### config.mk
export PLATFORM = sky130hd
export DESIGN_NAME = led_bank_arbiter
export DESIGN_NICKNAME = d
export VERILOG_FILES = /design/src/rtl/led_bank_arbiter.sv
export SDC_FILE = /design/constraint.sdc
export NUM_CORES = 1
export LEC_CHECK = 0
export CORE_MARGIN = 5
export CORE_UTILIZATION = 41
export DETAILED_ROUTE_END_ITERATION = 10
export DONT_BUFFER_PORTS = 1
export GPL_TIMING_DRIVEN = 0
export SYNTH_ARGS = -nofsm -noshare
export SYNTH_HDL_FRONTEND = slang
export SYNTH_SLANG_ARGS = --single-unit
### constraint.sdc
create_clock -name clk -period 7.9 [get_ports clk]
set_input_delay 1.185 -clock clk [delete_from_list [all_inputs] [get_ports clk]]
set_output_delay 1.185 -clock clk [all_outputs]
set_load 0.02 [all_outputs]
### src/rtl/led_bank_arbiter.sv
// Round-robin owner of one shared LED bank: the granted requester's pattern is driven
// onto the bank, a blank cycle separates owners, and a hold timer bounds ownership under contention.
module led_bank_arbiter #(
  parameter int NO_OF_LEDS  = 4,
  parameter int NUM_REQ     = 3,
  parameter int HOLD_CYCLES = 8
) (
  input  logic                            clk,
  input  logic                            resetn,
  input  logic [NUM_REQ-1:0]              req,
  input  logic [NUM_REQ*NO_OF_LEDS-1:0]   req_pattern,
  output logic [NUM_REQ-1:0]              grant,
  output logic [$clog2(NUM_REQ)-1:0]      owner,
  output logic                            busy,
  output logic [NO_OF_LEDS-1:0]           led_out
);

  localparam int OW = $clog2(NUM_REQ);
  localparam int CW = $clog2(HOLD_CYCLES + 1);

  localparam logic [1:0] S_IDLE = 2'd0;
  localparam logic [1:0] S_OWN  = 2'd1;
  localparam logic [1:0] S_GAP  = 2'd2;

  logic [1:0]            state_q, state_d;
  logic [NUM_REQ-1:0]    grant_q, grant_d;
  logic [OW-1:0]         owner_q, owner_d;
  logic [OW-1:0]         last_q, last_d;
  logic [NO_OF_LEDS-1:0] led_q, led_d;
  logic [CW-1:0]         hold_q, hold_d;

  logic [OW-1:0]         cand_idx [NUM_REQ];
  logic [NUM_REQ-1:0]    cand_hit;
  logic [NO_OF_LEDS-1:0] pat [NUM_REQ];
  logic                  win_valid;
  logic [OW-1:0]         win_idx;
  logic                  others_req;

  // Candidate gi is the requester gi+1 places after the last owner, wrapped mod NUM_REQ.
  for (genvar gi = 0; gi < NUM_REQ; gi++) begin : g_cand
    logic [OW:0] sum;
    assign sum          = {1'b0, last_q} + (OW+1)'(gi + 1);
    assign cand_idx[gi] = (sum >= (OW+1)'(NUM_REQ)) ? OW'(sum - (OW+1)'(NUM_REQ)) : sum[OW-1:0];
    assign cand_hit[gi] = req[cand_idx[gi]];
    assign pat[gi]      = req_pattern[gi*NO_OF_LEDS +: NO_OF_LEDS];
  end

  always_comb begin
    win_valid = 1'b0;
    win_idx   = '0;
    for (int k = NUM_REQ - 1; k >= 0; k--) begin
      if (cand_hit[k]) begin
        win_valid = 1'b1;
        win_idx   = cand_idx[k];
      end
    end
  end

  assign others_req = |(req & ~grant_q);

  always_comb begin
    state_d = state_q;
    grant_d = grant_q;
    owner_d = owner_q;
    last_d  = last_q;
    led_d   = led_q;
    hold_d  = hold_q;
    case (state_q)
      S_IDLE, S_GAP: begin
        led_d   = '0;
        grant_d = '0;
        if (win_valid) begin
          state_d          = S_OWN;
          owner_d          = win_idx;
          last_d           = win_idx;
          grant_d[win_idx] = 1'b1;
          hold_d           = '0;
        end else begin
          state_d = S_IDLE;
        end
      end
      S_OWN: begin
        led_d = pat[owner_q];
        if (hold_q != CW'(HOLD_CYCLES)) begin
          hold_d = hold_q + CW'(1);
        end
        // Release is checked first so a leaving owner never counts as preempted.
        if (!req[owner_q]) begin
          state_d = S_GAP;
          grant_d = '0;
        end else if ((hold_q == CW'(HOLD_CYCLES)) && others_req) begin
          state_d = S_GAP;
          grant_d = '0;
        end
      end
      default: begin
        state_d = S_IDLE;
        grant_d = '0;
        led_d   = '0;
      end
    endcase
  end

  always_ff @(posedge clk) begin
    if (!resetn) begin
      state_q <= S_IDLE;
      grant_q <= '0;
      owner_q <= '0;
      last_q  <= OW'(NUM_REQ - 1);
      led_q   <= '0;
      hold_q  <= '0;
    end else begin
      state_q <= state_d;
      grant_q <= grant_d;
      owner_q <= owner_d;
      last_q  <= last_d;
      led_q   <= led_d;
      hold_q  <= hold_d;
    end
  end

  assign grant   = grant_q;
  assign owner   = owner_q;
  assign busy    = (state_q == S_OWN);
  assign led_out = led_q;

endmodule

==> summary.md <==
The detail route stage leaves a number of antenna-violating nets equal to 0. Among all cell types in the netlist, the one instantiated most often is sky130_fd_sc_hd__dfxtp_1. Clock network latency to the later pin of the worst-skew pair: 290 ps. In this run, placement finished with an instance count of 136.

From left edge to right edge, the die measures 58.4 um. In this run the critical register-to-register path is captured at grant[1]. The min-delay analysis places its worst path in the category register to register. Net switching is 43.2% of the power. The worst register-to-register path begins at owner[0]. In this run the static leakage power is 0.000415 uW. During placement, the flow inserted port buffers numbering 0. The synthesized design spends more area on one cell type than any other, namely sky130_fd_sc_hd__dfxtp_1.

The logs give 13.1% for the total global-route track usage and 0.787 for the global placer's final weighted congestion. The logs give 46.5% for the final cell utilization of the core and 140 for the final standard cell count with taps included and fillers excluded. In this run, CTS created clock tree buffers numbering 3. Ranked by instance count, the synthesized netlist is headed by sky130_fd_sc_hd__dfxtp_1, sky130_fd_sc_hd__nor2_1, sky130_fd_sc_hd__mux2i_1. Detailed placement ended at an HPWL of 1.57 mm. In this run the power spent charging and discharging nets is 164 uW.

The classification of the worst setup path is register to register. The initial antenna violation count was 0; the mean instance size in the synthesized netlist was 8.87 um2. Synthesis inferred 16 register bits. The net count of the finished layout is 135. Setup repair after global routing left no endpoint under its margin.

Clock tree synthesis found a total of 16 sinks. After synthesis, the share of flip-flops with an asynchronous set or reset is 0%. The fraction of post-synthesis cell area in the top cell type by area came out at 33.4%. The worst register-to-register path has a setup slack of 5110 ps. The final layout contains routed wiring with a total length of 1.98 mm. The area overhead of the layout relative to synthesis came out at 7.44%. Counting cells, the worst reg-to-reg path comes to 7.

The via count of the first global-routing pass was 731. Yosys mapped a number of flops with a built-in enable equal to 0. During synthesis, Yosys emitted a total of 0 warnings. The cell sitting at the root of the clock tree is a sky130_fd_sc_hd__clkbuf_4. The first global-routing pass estimated 3.39 mm of wire. 0 antenna diodes ended up in the layout. The logs give 33.7% for the sequential power share and 0 for the number of instances resized during post-cts repair. VDD sags by at most 164 uV.

The tools report the launching element type of the critical path as a register. In this run the tightest slew margin relative to its limit is 56.3%. STA puts the critical path data required time at 8090 ps. Measured along the y axis, the die boundary spans 58.4 um.

By area the synthesized netlist is led by sky130_fd_sc_hd__dfxtp_1, sky130_fd_sc_hd__mux2i_1, sky130_fd_sc_hd__ha_1, sky130_fd_sc_hd__nor2_1, sky130_fd_sc_hd__a21oi_1. The most used flip-flop cell after synthesis was sky130_fd_sc_hd__dfxtp_1. The worst path in the final design needs a cycle of 2790 ps, including I/O delays and setup. Per report_power, the combinational group accounts for 52.1% of the total.

Data on the critical path arrives at its endpoint at 2980 ps. The run gives 43.3% as the initial standard-cell utilization of the core. In this run, the number of DRC markers left after iteration 0 of detailed routing was 21. On the final layout, the worst clock skew is 3.09 ps. The floorplan step defined a die boundary enclosing 3400 um2. TritonCTS built the clock tree.

The final critical path takes up 35.3% of the cycle. The total negative setup slack came out at 0 ps. In the final layout, the share of cells above drive strength 1 is 11.6%.

The tools report the number of iterations in the first detailed-routing pass as 4. In this run the worst path has a maximum fanout of 10. The power per cell area came out at 370 nW/um2.

The via count normalized by instance count is 5.53, and the number of design rule violations left after detail routing is 0. The cell type of the slowest stage on the worst timing path was sky130_fd_sc_hd__ha_1. In this run the most critical hold path is launched from hold_q[0]. The worst setup path is captured at a register. The flow ran to the end, and the final reports show no timing, DRC or antenna violations. For the number of library cell types mapped by synthesis, the log shows 39.

The actual transition at the worst max-transition pin was 649 ps. The tool flagged a number of max-cap violations equal to 0. The highest cell delay on the worst timing path was 450 ps. Once layout is done, the placed cells without fillers occupy 1030 um2. For the highest clock frequency the design can meet, the log shows 359 MHz. The longest clock path from root to sink contains 2 buffers.

The number of H-tree branching levels was 1. The clock edge transition at the registers on the reported setup and hold paths is 90 ps, and the total I/O pin count is 27. The core outline area was 2210 um2; the relative contribution of the clock network to total power was 14.2%. The floorplan has 17 rows.

Across all layers, the routed design uses 774 vias. The placed instances occupy a cell area of 993 um2. The largest net degree at the start of global routing is 11. The worst hold path terminates at hold_q[0]. Final number of setup-violating endpoints: 0.

Counting instances, the worst hold path has a depth of 2. The number of setup buffers added after CTS is 0. The number of pins exceeding their max-slew limit in the final report was 0.

The number of hold buffers added after CTS was 0. In this run the cell area of the synthesized design comes to 958 um2. Dividing the detail-routed wire length by the instance count gives 14.1 um. The layout filler cell count is 228, and the sequential fraction of the synthesis area is 33.4%. For the cell count after synthesis, the log shows 108.

The number of hold-slack violations in the final timing report came out at 0. The global route total overflow was 0. The critical path goes through clkbuf_1 -> inv_1 -> ha_1 -> or3b_1 -> a221o_1 -> a22oi_4 -> a2bb2o_4. The worst hold slack came out at 522 ps. The post-synthesis net count was 130. Internal power comes to 216 uW.
logic make-up after synthesis:
logic type	count (synthesis)	synth area share, %
compound gates	25	22.1
xor+xnor	2	1.83
fa+ha+maj	5	6.53
buf+inv	11	4.83
flops	16	33.4
mux	8	8.36
simple gates	41	23.0
metal layers:
| layer | vias up | global-route usage (%) | wire [um] |
|---|---|---|---|
| met1 | 355 | 17.0 | 882 |
| met4 | 0 | 4.30 | 12 |
| met5 | - | 0 | 0 |
| met3 | 2 | 4.82 | 128 |
| met2 | 20 | 19.9 | 954 |
| li1 | 397 | - | - |
power groups by stage:
stage	registers (uW)	clock network, uW	logic (uW)
after global routing	131	63.5	222
after floorplan	126	0	168
after global placement	130	0	195
after detailed placement	131	0	200
after CTS	129	56.9	200
final	128	54.1	198
per-stage QoR:
stage	total power [uW]	setup slack, ps
final	380	5110
after floorplan	294	5420
after global routing	417	4890
after global placement	325	5140
after detailed placement	330	5090
after CTS	386	5080
registers in the layout (all words and copies together), names as in the netlist:
register and flops:
hold_q 4, led_out 4, owner 2, grant 3, state_q 2, last_q 1
worst max path at each step:
stage          slack [ps]       end  cells after the start  startpoint
3_3_place_gp         5140  grant[1]                      7    owner[0]
5_1_grt              4890  grant[1]                      7    owner[0]
4_1_cts              5080  grant[1]                      7    owner[0]
6_report             5110  grant[1]                      7    owner[0]
3_5_place_dp         5090  grant[1]                      7    owner[0]
2_1_floorplan        5420  grant[1]                      7    owner[0]
final cells by class:
cell class,instances,area [um2],area share [%]
well taps,28,35.0,3.40
clock buffers,4,36.3,3.52
plain buffers,5,23.8,2.31
multi-input cells,81,592,57.5
flip-flops and latches,16,320,31.1
inverters,6,22.5,2.19
cell usage in the layout, fill, tap and decap left out, types with 2 or more instances in the layout:
| cell type | count |
|---|---|
| sky130_fd_sc_hd__a21oi_1 | 5 |
| sky130_fd_sc_hd__dfxtp_1 | 16 |
| sky130_fd_sc_hd__nor2b_1 | 4 |
| sky130_fd_sc_hd__and2_1 | 2 |
| sky130_fd_sc_hd__inv_1 | 6 |
| sky130_fd_sc_hd__nand4_1 | 2 |
| sky130_fd_sc_hd__o21ai_0 | 3 |
| sky130_fd_sc_hd__nand2b_1 | 3 |
| sky130_fd_sc_hd__nand2_1 | 6 |
| sky130_fd_sc_hd__nand3_1 | 4 |
| sky130_fd_sc_hd__nor2_1 | 11 |
| sky130_fd_sc_hd__clkbuf_1 | 3 |
| sky130_fd_sc_hd__nor3_1 | 3 |
| sky130_fd_sc_hd__clkbuf_4 | 3 |
| sky130_fd_sc_hd__xor2_1 | 2 |
| sky130_fd_sc_hd__o21a_1 | 2 |
| sky130_fd_sc_hd__mux2i_1 | 8 |
| sky130_fd_sc_hd__o22ai_1 | 2 |
| sky130_fd_sc_hd__ha_1 | 5 |
worst max-delay path: cells and delay by family (launching register included):
kind                     cells  cell delay, ps
flip-flops                   1             400
AO/OA/AOI/OAI                3             860
adder cells (fa/ha/maj)      1             450
buffers and inverters        2             600
AND/OR/NAND/NOR              1             390
Power figures use the tool's default switching activity.
